[config.mk]
export PLATFORM = sky130hd
export DESIGN_NAME = uart_tx_fifo
export DESIGN_NICKNAME = d
export VERILOG_FILES = /design/src/rtl/uart_tx_fifo_pkg.sv /design/src/rtl/byte_fifo.sv /design/src/rtl/uart_tx_fifo.sv
export SDC_FILE = /design/constraint.sdc
export NUM_CORES = 1
export LEC_CHECK = 0
export CORE_MARGIN = 4
export CORE_UTILIZATION = 54
export DETAILED_ROUTE_END_ITERATION = 12
export GPL_ROUTABILITY_DRIVEN = 0
export GPL_TIMING_DRIVEN = 0
export PLACE_DENSITY = 0.72
export SLEW_MARGIN = 15
export SYNTH_ARGS = -nofsm -noshare
export SYNTH_HDL_FRONTEND = slang
export SYNTH_HIERARCHICAL = 1
export SYNTH_SLANG_ARGS = --single-unit
[constraint.sdc]
create_clock -name mclk -period 4 [get_ports mclk]
set_clock_uncertainty 0.1 [all_clocks]
set_input_delay 0.6 -clock mclk [delete_from_list [all_inputs] [get_ports mclk]]
set_output_delay 0.6 -clock mclk [all_outputs]
set_load 0.02 [all_outputs]
[src/rtl/uart_tx_fifo_pkg.sv]
// ============================================================
// Package : uart_tx_fifo_pkg
// Shared ASCII codes and transmit FSM encoding for uart_tx_fifo.
// Revision: 1.0
// ============================================================
`default_nettype none

package uart_tx_fifo_pkg;

   localparam logic [7:0] ASCII_CR = 8'h0D;
   localparam logic [7:0] ASCII_LF = 8'h0A;

   typedef enum logic [1:0] {
      IDLE   = 2'd0,
      SEND   = 2'd1,
      SETTLE = 2'd2
   } tx_state_t;

endpackage

`default_nettype wire

[src/rtl/byte_fifo.sv]
// ============================================================
// Module : byte_fifo
// Circular byte buffer with occupancy counter and combinational head read.
// Revision: 1.0
// ============================================================
`default_nettype none

module byte_fifo #(
   parameter int ADDR_BITS = 4
) (
   input  logic                 mclk,
   input  logic                 reset,
   input  logic                 push,
   input  logic [7:0]           push_data,
   input  logic                 pop,
   output logic [7:0]           head,
   output logic [ADDR_BITS:0]   count,
   output logic                 full,
   output logic                 empty
);

   localparam int DEPTH = 2 ** ADDR_BITS;
   localparam logic [ADDR_BITS:0] DEPTH_CNT = (ADDR_BITS+1)'(DEPTH);

   logic [7:0]           mem [DEPTH];
   logic [ADDR_BITS-1:0] wr_ptr;
   logic [ADDR_BITS-1:0] rd_ptr;
   logic                 do_push;
   logic                 do_pop;

   // Full is taken from the registered count, so a pop never frees a slot in the same cycle.
   assign full    = (count == DEPTH_CNT);
   assign empty   = (count == '0);
   assign do_push = push && !full;
   assign do_pop  = pop && !empty;
   assign head    = mem[rd_ptr];

   always_ff @(posedge mclk) begin
      if (do_push) begin
         mem[wr_ptr] <= push_data;
      end
   end

   always_ff @(posedge mclk or posedge reset) begin
      if (reset) begin
         wr_ptr <= '0;
         rd_ptr <= '0;
         count  <= '0;
      end else begin
         if (do_push) begin
            wr_ptr <= wr_ptr + 1'b1;
         end
         if (do_pop) begin
            rd_ptr <= rd_ptr + 1'b1;
         end
         case ({do_push, do_pop})
            2'b10:   count <= count + 1'b1;
            2'b01:   count <= count - 1'b1;
            default: count <= count;
         endcase
      end
   end

endmodule

`default_nettype wire

[src/rtl/uart_tx_fifo.sv]
// ============================================================
// Module : uart_tx_fifo
// Byte FIFO and issue pacing in front of uart_tx; UART_TX_FIFO_CRLF_EN expands LF to CR,LF.
// Revision: 1.0
// ============================================================
`default_nettype none

module uart_tx_fifo
   import uart_tx_fifo_pkg::*;
#(
   parameter int ADDR_BITS = 4
) (
   input  logic                 mclk,
   input  logic                 reset,
   input  logic [7:0]           in_data,
   input  logic                 in_strobe,
   output logic                 in_ready,
   output logic                 overflow,
   output logic [ADDR_BITS:0]   count,
   output logic [7:0]           tx_data,
   output logic                 tx_strobe,
   input  logic                 tx_ready
);

   tx_state_t  state;
   tx_state_t  state_next;
   logic       issue;
   logic       pop;
   logic [7:0] load_byte;
   logic [7:0] head;
   logic       full;
   logic       empty;

   assign in_ready = !full;

   byte_fifo #(
      .ADDR_BITS (ADDR_BITS)
   ) u_fifo (
      .mclk      (mclk),
      .reset     (reset),
      .push      (in_strobe),
      .push_data (in_data),
      .pop       (pop),
      .head      (head),
      .count     (count),
      .full      (full),
      .empty     (empty)
   );

`ifdef UART_TX_FIFO_CRLF_EN
   logic cr_sent;
   logic insert_cr;

   assign insert_cr = (head == ASCII_LF) && !cr_sent;

   always_ff @(posedge mclk or posedge reset) begin
      if (reset) begin
         cr_sent <= 1'b0;
      end else if (issue) begin
         cr_sent <= insert_cr;
      end
   end
`endif

   always_ff @(posedge mclk or posedge reset) begin
      if (reset) begin
         state <= IDLE;
      end else begin
         state <= state_next;
      end
   end

   // tx_ready is only sampled in IDLE; SEND/SETTLE cover the cycle uart_tx needs to drop it.
   always_comb begin
      state_next = state;
      issue      = 1'b0;
      pop        = 1'b0;
      load_byte  = head;
      case (state)
         IDLE: begin
            if (tx_ready && !empty) begin
               issue      = 1'b1;
               state_next = SEND;
`ifdef UART_TX_FIFO_CRLF_EN
               if (insert_cr) begin
                  load_byte = ASCII_CR;
               end else begin
                  pop = 1'b1;
               end
`else
               pop = 1'b1;
`endif
            end
         end
         SEND:    state_next = SETTLE;
         SETTLE:  state_next = IDLE;
         default: state_next = IDLE;
      endcase
   end

   always_ff @(posedge mclk or posedge reset) begin
      if (reset) begin
         tx_data   <= 8'h00;
         tx_strobe <= 1'b0;
         overflow  <= 1'b0;
      end else begin
         tx_strobe <= issue;
         if (issue) begin
            tx_data <= load_byte;
         end
         if (in_strobe && !in_ready) begin
            overflow <= 1'b1;
         end
      end
   end

endmodule

`default_nettype wire

Word level (Yosys, flattened, before mapping) --
Memory sizes are Yosys's and may differ from the RTL's. A register that Yosys moved wholly into a read port is not among the register bits. Index checks and enable logic that the tools add are counted.
Word-level totals: register bits 17, memory bits (writable) 128, bits of input ports 12, output and inout port bits 16, word-level logic and storage cells 32, memories kept 1
Memories:
- u_fifo.mem | words 16, bits a word 8, read ports 1, clocked after memory_dff 1, wr ports 1, line byte_fifo.sv:25 | logic [7:0] mem [DEPTH];
Operators by class: add/subtract/negate cells 4, equality and inequality tests 5, multiplexer cells 7, reduce and logical (&&, ||, !) cells 9
Operator list (count):
- case mux 5 bit (2 select lines) | 1
- adder 4 x 1 -> 4 bit, second input constant | 2
- adder 5 x 1 -> 5 bit, second input constant | 1
- == test 5 bit, second input constant | 1
- logical NOT 5 bit | 1
- subtractor 5 x 1 -> 5 bit, second input constant | 1
- == test 2 x 1 -> 1 bit, second input constant | 2
- logical AND 1 bit | 4
- 2-to-1 mux 1 bit | 4
- case mux 2 bit (2 select lines) | 1
- == test 2 bit, second input constant | 1
- logical NOT 1 bit | 2
- logical NOT 2 bit | 1
- 2-to-1 mux 2 bit | 1
- inequality test 2 bit, second input constant | 1
- nonzero test 2 bit | 1

Logic depth before layout (Yosys ltp) --
Gate-level depths: netlist of the first run.
depth in word-level cells 8, depth in mapped cells 13, mapped depth without buffers 12

By module --
The synthesis of the first run kept the hierarchy.
By module, submodules not included:
- byte_fifo | times used 1, cells an instance 333, area each 5789.3 µm², sequential area each 4169.0 µm²
- uart_tx_fifo | times used 1, cells an instance 26, area each 446.7 µm², sequential area each 300.3 µm²

Worst setup path after synthesis of the first run --
OpenSTA, ideal clock, no wires.
path kind register to register, start register u_fifo.count[0], end register u_fifo.count[4], library setup time 0.130 ns, arrival time 3.004 ns, data required time 3.770 ns, path slack 0.766 ns, stages on the path, launching flop included 14, buffers on the path 1, clock period less this slack 3.234 ns, cells stage by stage dfrtp_1 nor4_2 and2b_1 nor4b_4 nor2b_1 buf_6 ha_1 inv_1 fa_1 nor2b_1 o21ai_0 nand3_1 or3b_1 xnor2_1
Between the ends: cells in the longest elaborated chain, start to end 8, elaborated cells between the ends (all ways) 15, classes of those cells add/sub (2); eq/ne (3); mux (3); reduce/logical (7)
RTL lines:
- start, declared | line byte_fifo.sv:17 | output logic [ADDR_BITS:0] count,
- start signal, assigned | line byte_fifo.sv:57 | 2'b10: count <= count + 1'b1;
- start signal, assigned | line byte_fifo.sv:58 | 2'b01: count <= count - 1'b1;
- start signal, assigned | line byte_fifo.sv:59 | default: count <= count;
- logical NOT 5 bit (*) | line byte_fifo.sv:33 | assign empty = (count == '0);
- named net empty | line uart_tx_fifo.sv:32 | logic empty;
- logical NOT 1 bit (*) | line uart_tx_fifo.sv:81 | if (tx_ready && !empty) begin
- logical AND 1 bit (*) | line uart_tx_fifo.sv:81
- 2-to-1 mux 1 bit (*) (2 in series)
- named net issue | line uart_tx_fifo.sv:27 | logic issue;
- logical AND 1 bit (*) | line byte_fifo.sv:35 | assign do_pop = pop && !empty;
- named net u_fifo.do_pop | line byte_fifo.sv:29 | logic do_pop;
- == test 2 x 1 -> 1 bit or == test 2 bit (tied branches) | line byte_fifo.sv:56 | case ({do_push, do_pop})
- case mux 5 bit (2 select lines) or nonzero test 2 bit (tied branches)
The timed path passes the listed nets; every way through them passes the cells marked *. A chain may end at the register's enable or synchronous reset.

Worst setup path after layout of the first run --
Same ends and word-level chain as after synthesis.

==> flow_summary.toml, run 1 <==
[run_status]
outcome = "finished, final reports clean"

[power_and_ir_drop]
swShare_pct = 31.5
peakVddDrop_mv = 0.423
power_density_mw_per_mm2 = 774
p_total_mw = 5.66
p_int_mw = 3.87
p_sw_mw = 1.78
clkPwrFrac_pct = 28.9
combPwrFrac_pct = 33.5
leakage_nw = 2.60
p_seq_share_pct = 37.6

[floorplan]
initial_core_util_pct = 56.3
die-area_mm2 = 0.0133
die_y_um = 115
core_area_mm2 = 0.0111
ios = 28
rows = 38
die_w_um = 115

[routing]
ant_nets = 0
viasPerCell = 5.94
drt-initial-drc-count = 266
dr_total_vias = 3314
drc = 0
wl_um = 12500
dr.pass1.iters = 5
wl_per_cell_um = 22.3

[timing]
rsz0062_at_grt = "false"
drv_slew = 0
final_hold_viol_count = 0
fmax_ghz = 0.280
fin_ws_ns = 0.426
final.setup.tns_ns = 0
fin_crit_ns = 3.57
setup_violations = 0
min_period_over_period_pct = 89.4
slew_headroom_pct = 43.3
worst_pin_slew_ns = 0.847
fin_worst_hold_slack_ns = 0.354

[placement]
numPortBuffers = 27
dpl.hpwl_um = 8330
post-place-ws_ns = 0.158
dp_cells = 526
placed_cell_area_mm2 = 0.00669

[synth]
syn_inst = 359
synth_seq_area_share_pct = 71.7
synth_flop_cell = "edfxtp_1"
synth_edf_count = 128
postSynth.asyncResetShare_pct = 16.3
syn_nets = 381
syn-cell-area_mm2 = 0.00624
avgSynthCellArea_um2 = 17.4
ys_seq_elements = 153
ys.warnings.count = 6
ys_types = 36

[final_layout]
stdcell_count = 558
design_area_mm2 = 0.00731
antenna_cells = 0
fin_nets = 427
final_core_util_pct = 66.0
layout-drive-gt1-share_pct = 19.6
nFillCells = 760
area_delta_synth_final_pct = 17.2

[clocking]
htreeDepth = 4
cts_tree = "built"
cts-buffers-inserted = 17
postCtsSetupBuffers = 0
cts_max_path_buffers = 2
cts-root-buf = "clkbuf_16"
clock_sinks = 153
hold_buffers = 0
clk_latency_ns = 0.42
clk_pin_slew_ns = 0.06
cts_resized = 0

[grt]
grt_pass1_wl_um = 19600
antenna_found_initial = 0
grt_pass1_vias = 3405
grt_util_all_layers_pct = 20.6
grt_max_degree = 17
grt_overflow = 0

[job]
drv_cap = 0

[critical_path]
worstPathRequired_ns = 4.20
cp-end-kind = "flip-flop"
arrival_ns = 3.77
cp-start-kind = "flip-flop"
path_class = "flip-flop to flip-flop"
cp_max_fo = 10

[worst_hold_path]
min_path_type = "flip-flop to flip-flop"
[worst paths after layout]
kind                            slack, ns  cells past startpoint                        start                      endpoint
worst min register to register       0.35                      1         overflow$_DFFE_PP0P_          overflow$_DFFE_PP0P_
worst max register to register       0.43                     13  u_fifo/count[0]$_DFFE_PP0P_   u_fifo/count[4]$_DFFE_PP0P_
max in group asynchronous            2.96                      2                        reset  u_fifo/rd_ptr[2]$_DFFE_PP0P_
min in group asynchronous            0.45                      2                        reset        tx_data[7]$_DFFE_PP0P_
worst min-delay path                 0.35                      1         overflow$_DFFE_PP0P_          overflow$_DFFE_PP0P_
worst max-delay path                 0.43                     13  u_fifo/count[0]$_DFFE_PP0P_   u_fifo/count[4]$_DFFE_PP0P_
[cell usage in the layout, fill, tap and decap left out, types with 2 or more instances in the layout]
master	instances
edfxtp_1	128
clkdlybuf4s50_1	27
dfrtp_1	25
mux2i_1	25
o21ai_0	20
nand2_1	18
clkbuf_16	17
mux2_2	16
mux4_2	16
nor2_1	12
inv_1	11
a21oi_1	10
ha_1	9
a221oi_1	8
a22oi_1	8
clkbuf_1	7
xnor2_1	7
buf_6	6
buf_2	5
clkinv_2	4
bufinv_16	4
nor3_2	4
xor2_1	3
nor2b_1	3
a21o_1	2
clkinvlp_4	2
and2_1	2
nand2b_1	2
nand3_1	2
[critical path, cell delays in order (launching register included)]
cell,delay (ns)
dfrtp_1,0.46
nor4_2,0.09
and2b_1,0.21
nor4b_4,0.58
nor2b_1,0.24
buf_6,0.14
ha_1,0.24
inv_1,0.13
fa_1,0.42
nor2b_1,0.12
o21ai_0,0.12
nand3_1,0.10
or3b_1,0.36
xnor2_1,0.13
[cells by family after synthesis]
group	share of synthesized area, %
flip-flops	71.7
AND/OR/NAND/NOR	4.31
AO/OA/AOI/OAI	4.74
adder cells (fa/ha/maj)	2.13
buffers and inverters	2.83
multiplexers	12.9
XOR/XNOR	1.40
[power groups by stage]
| stage | registers, mW | clock network (mW) | logic, mW |
|---|---|---|---|
| 6_report | 2.13 | 1.63 | 1.90 |
| 5_1_grt | 2.15 | 1.74 | 2.05 |
| 4_1_cts | 2.13 | 1.66 | 1.90 |
| 3_5_place_dp | 2.16 | 0 | 1.89 |
| 3_3_place_gp | 2.15 | 0 | 1.86 |
| 2_1_floorplan | 2.22 | 0 | 1.21 |
[cell usage after synthesis (5+ instances only)]
cell type	count	area, um2
buf_6	6	67.6
mux2i_1	25	250
edfxtp_1	128	3840
a22oi_1	8	60.1
xnor2_1	7	61.3
dfrtp_1	25	626
a221oi_1	8	70.1
mux4_2	16	360
mux2_2	16	180
a21oi_1	10	50.1
ha_1	9	113
nand2_1	18	67.6
buf_2	5	25.0
inv_1	11	41.3
o21ai_0	20	100
clkbuf_1	5	18.8
nor2_1	12	45.0
[area by class of cell]
class                           count  area (um2)  area share, %
Clock buffer                       19         433           5.92
Buffer                             18         135           1.85
Tap cell                          140         175           2.40
Sequential cell                   153        4470           61.1
Clock inverter                     13         176           2.41
Timing Repair Buffer               27         270           3.70
Multi-Input combinational cell    177        1610           22.0
Inverter                           11        41.3          0.565
[layer usage]
layer	share of wire [%]	track usage (%)
met5	0	0
met1	42	28.0
met4	1.9	7.59
met2	50	33.0
met3	5.3	4.54
[flip-flops by register name, indices dropped and copies added (netlist names)]
name / cells
overflow: 1
state: 2
tx_data: 8
tx_strobe: 1
u_fifo/count: 5
u_fifo/mem: 128
u_fifo/rd_ptr: 4
u_fifo/wr_ptr: 4
No activity file was read; power rests on OpenSTA's default activity.
==> run 2, diff against run 1 <==
--- a/config.mk
+++ b/config.mk
@@ -6,11 +6,11 @@
 export NUM_CORES = 1
 export LEC_CHECK = 0
 export CORE_MARGIN = 4
-export CORE_UTILIZATION = 54
+export CORE_UTILIZATION = 51
 export DETAILED_ROUTE_END_ITERATION = 12
 export GPL_ROUTABILITY_DRIVEN = 0
 export GPL_TIMING_DRIVEN = 0
-export PLACE_DENSITY = 0.72
+export PLACE_DENSITY = 0.69
 export SLEW_MARGIN = 15
 export SYNTH_ARGS = -nofsm -noshare
 export SYNTH_HDL_FRONTEND = slang
==> flow_summary.toml, run 2 (synthesis results as in run 1) <==
[final_layout]
layout-drive-gt1-share_pct = 18.9
antenna_cells = 0
nFillCells = 903
regMostFlops = "u_fifo/mem"
largestRegisters = "u_fifo/mem: 128 flops, tx_data: 8 flops, u_fifo/count: 5 flops"
fin_nets = 427
final_cell_mix = "edfxtp_1, clkdlybuf4s50_1, dfrtp_1, mux2i_1, o21ai_0"
area_delta_synth_final_pct = 16.5
largest_reg_flops = 128
layout_commonest_cell = "edfxtp_1"

[timing]
worst_pin_slew_ns = 0.837
drv_slew = 0
final.setup.tns_ns = 0
min_period_over_period_pct = 86.4
rsz0062_at_grt = "false"
slew_headroom_pct = 44.0
final_hold_viol_count = 0
setup_violations = 0
fin_crit_ns = 3.46
fmax_ghz = 0.289
fin_ws_ns = 0.542

[worst_hold_path]
whs_path_depth = 1
worstHoldEndpoint = "overflow$_DFFE_PP0P_"
worstHoldStart = "overflow$_DFFE_PP0P_"
min_path_type = "flip-flop to flip-flop"

[floorplan]
initial_core_util_pct = 51.9
die-area_mm2 = 0.0141
die_y_um = 119
rows = 40
core_area_mm2 = 0.0120
ios = 28
die_w_um = 119

[clocking]
cts-root-buf = "clkbuf_16"
cts_tree = "built"
clk_latency_ns = 0.42
cts_resized = 0
cts-buffers-inserted = 17
clk_pin_slew_ns = 0.06
clock_sinks = 153
postCtsSetupBuffers = 0
hold_buffers = 0
cts_max_path_buffers = 2
htreeDepth = 4

[grt]
grt_pass1_wl_um = 19000
grt_pass1_vias = 3274
grt_max_degree = 17
grt_util_all_layers_pct = 18.8
antenna_found_initial = 0
grt_overflow = 0

[job]
drv_cap = 0

[placement]
numPortBuffers = 27
dpl.hpwl_um = 8190
post-place-ws_ns = 0.188

[routing]
viasPerCell = 5.77
dr_total_vias = 3260
wl_um = 12300
wl_per_cell_um = 21.8
ant_nets = 0
drt-initial-drc-count = 306
dr.pass1.iters = 4
drc = 0

[critical_path]
cp-end-kind = "flip-flop"
cp_max_fo = 10
reg2reg_from = "u_fifo/count[0]$_DFFE_PP0P_"
r2r_cells = 13
cp-start-kind = "flip-flop"
arrival_ns = 3.66
worstPathRequired_ns = 4.20
r2r_end = "u_fifo/count[4]$_DFFE_PP0P_"
rrSetupSlack_ns = 0.54
path_class = "flip-flop to flip-flop"

[power_and_ir_drop]
peakVddDrop_mv = 0.332
leakage_nw = 2.58
p_total_mw = 5.48
power_density_mw_per_mm2 = 754

[run_status]
outcome = "finished, final reports clean"
## run 2: worst max-delay path by stage
| stage | end | slack, ns | cells after the start | startpoint |
|---|---|---|---|---|
| final | u_fifo/count[4]$_DFFE_PP0P_ | 0.54 | 13 | u_fifo/count[0]$_DFFE_PP0P_ |
| after global routing | u_fifo/count[4]$_DFFE_PP0P_ | 0.24 | 13 | u_fifo/count[0]$_DFFE_PP0P_ |
| after CTS | u_fifo/count[4]$_DFFE_PP0P_ | 0.50 | 13 | u_fifo/count[0]$_DFFE_PP0P_ |
| after detailed placement | u_fifo/count[4]$_DFFE_PP0P_ | 0.19 | 12 | tx_ready |
| after global placement | u_fifo/count[4]$_DFFE_PP0P_ | 0.20 | 12 | tx_ready |
| after floorplan | u_fifo/count[4]$_DFFE_PP0P_ | 0.77 | 13 | u_fifo/count[0]$_DFFE_PP0P_ |
## run 2: worst max-delay path, cell delays in order (launching register included)
cell and delay (ns):
dfrtp_1 0.42, nor4_2 0.09, and2b_1 0.22, nor4b_4 0.55
nor2b_1 0.24, buf_6 0.15, ha_1 0.23, inv_1 0.11
fa_1 0.42, nor2b_1 0.12, o21ai_0 0.11, nand3_1 0.10
or3b_1 0.36, xnor2_1 0.13
## run 2: area by class of cell
type | count | area (um2) | share of cell area, %
flip-flops and latches | 153 | 4470 | 61.5
multi-input cells | 177 | 1610 | 22.2
clock buffers | 30 | 544 | 7.49
repair buffers | 27 | 270 | 3.72
well taps | 147 | 184 | 2.53
plain buffers | 18 | 135 | 1.86
inverters | 11 | 41.3 | 0.568
clock inverters | 2 | 12.5 | 0.172
## run 2: report_power, final
part | switching, mW | internal [mW]
clock network | 0.555 | 0.908
registers | 0.126 | 2.00
logic | 1.06 | 0.836
## run 2: per-layer routing
layer | part of all wire (%) | GRT usage [%] | routed length, um
met2 | 49 | 29.4 | 6030
met5 | 0 | 0 | 0
met1 | 42 | 25.0 | 5180
met3 | 6.6 | 4.98 | 816
met4 | 2.5 | 8.54 | 309
## run 2: through the flow
stage                     instance area, um2  utilization, %  cells  hold WS (ns)
after global placement                  6690            55.7    533         0.346
after CTS                               7260            60.4    565         0.370
after floorplan                         6240               -    359         0.365
final                                   7270            60.5    565         0.368
after global routing                    7270            60.5    565         0.384
after detailed placement                6700            55.8    533         0.351
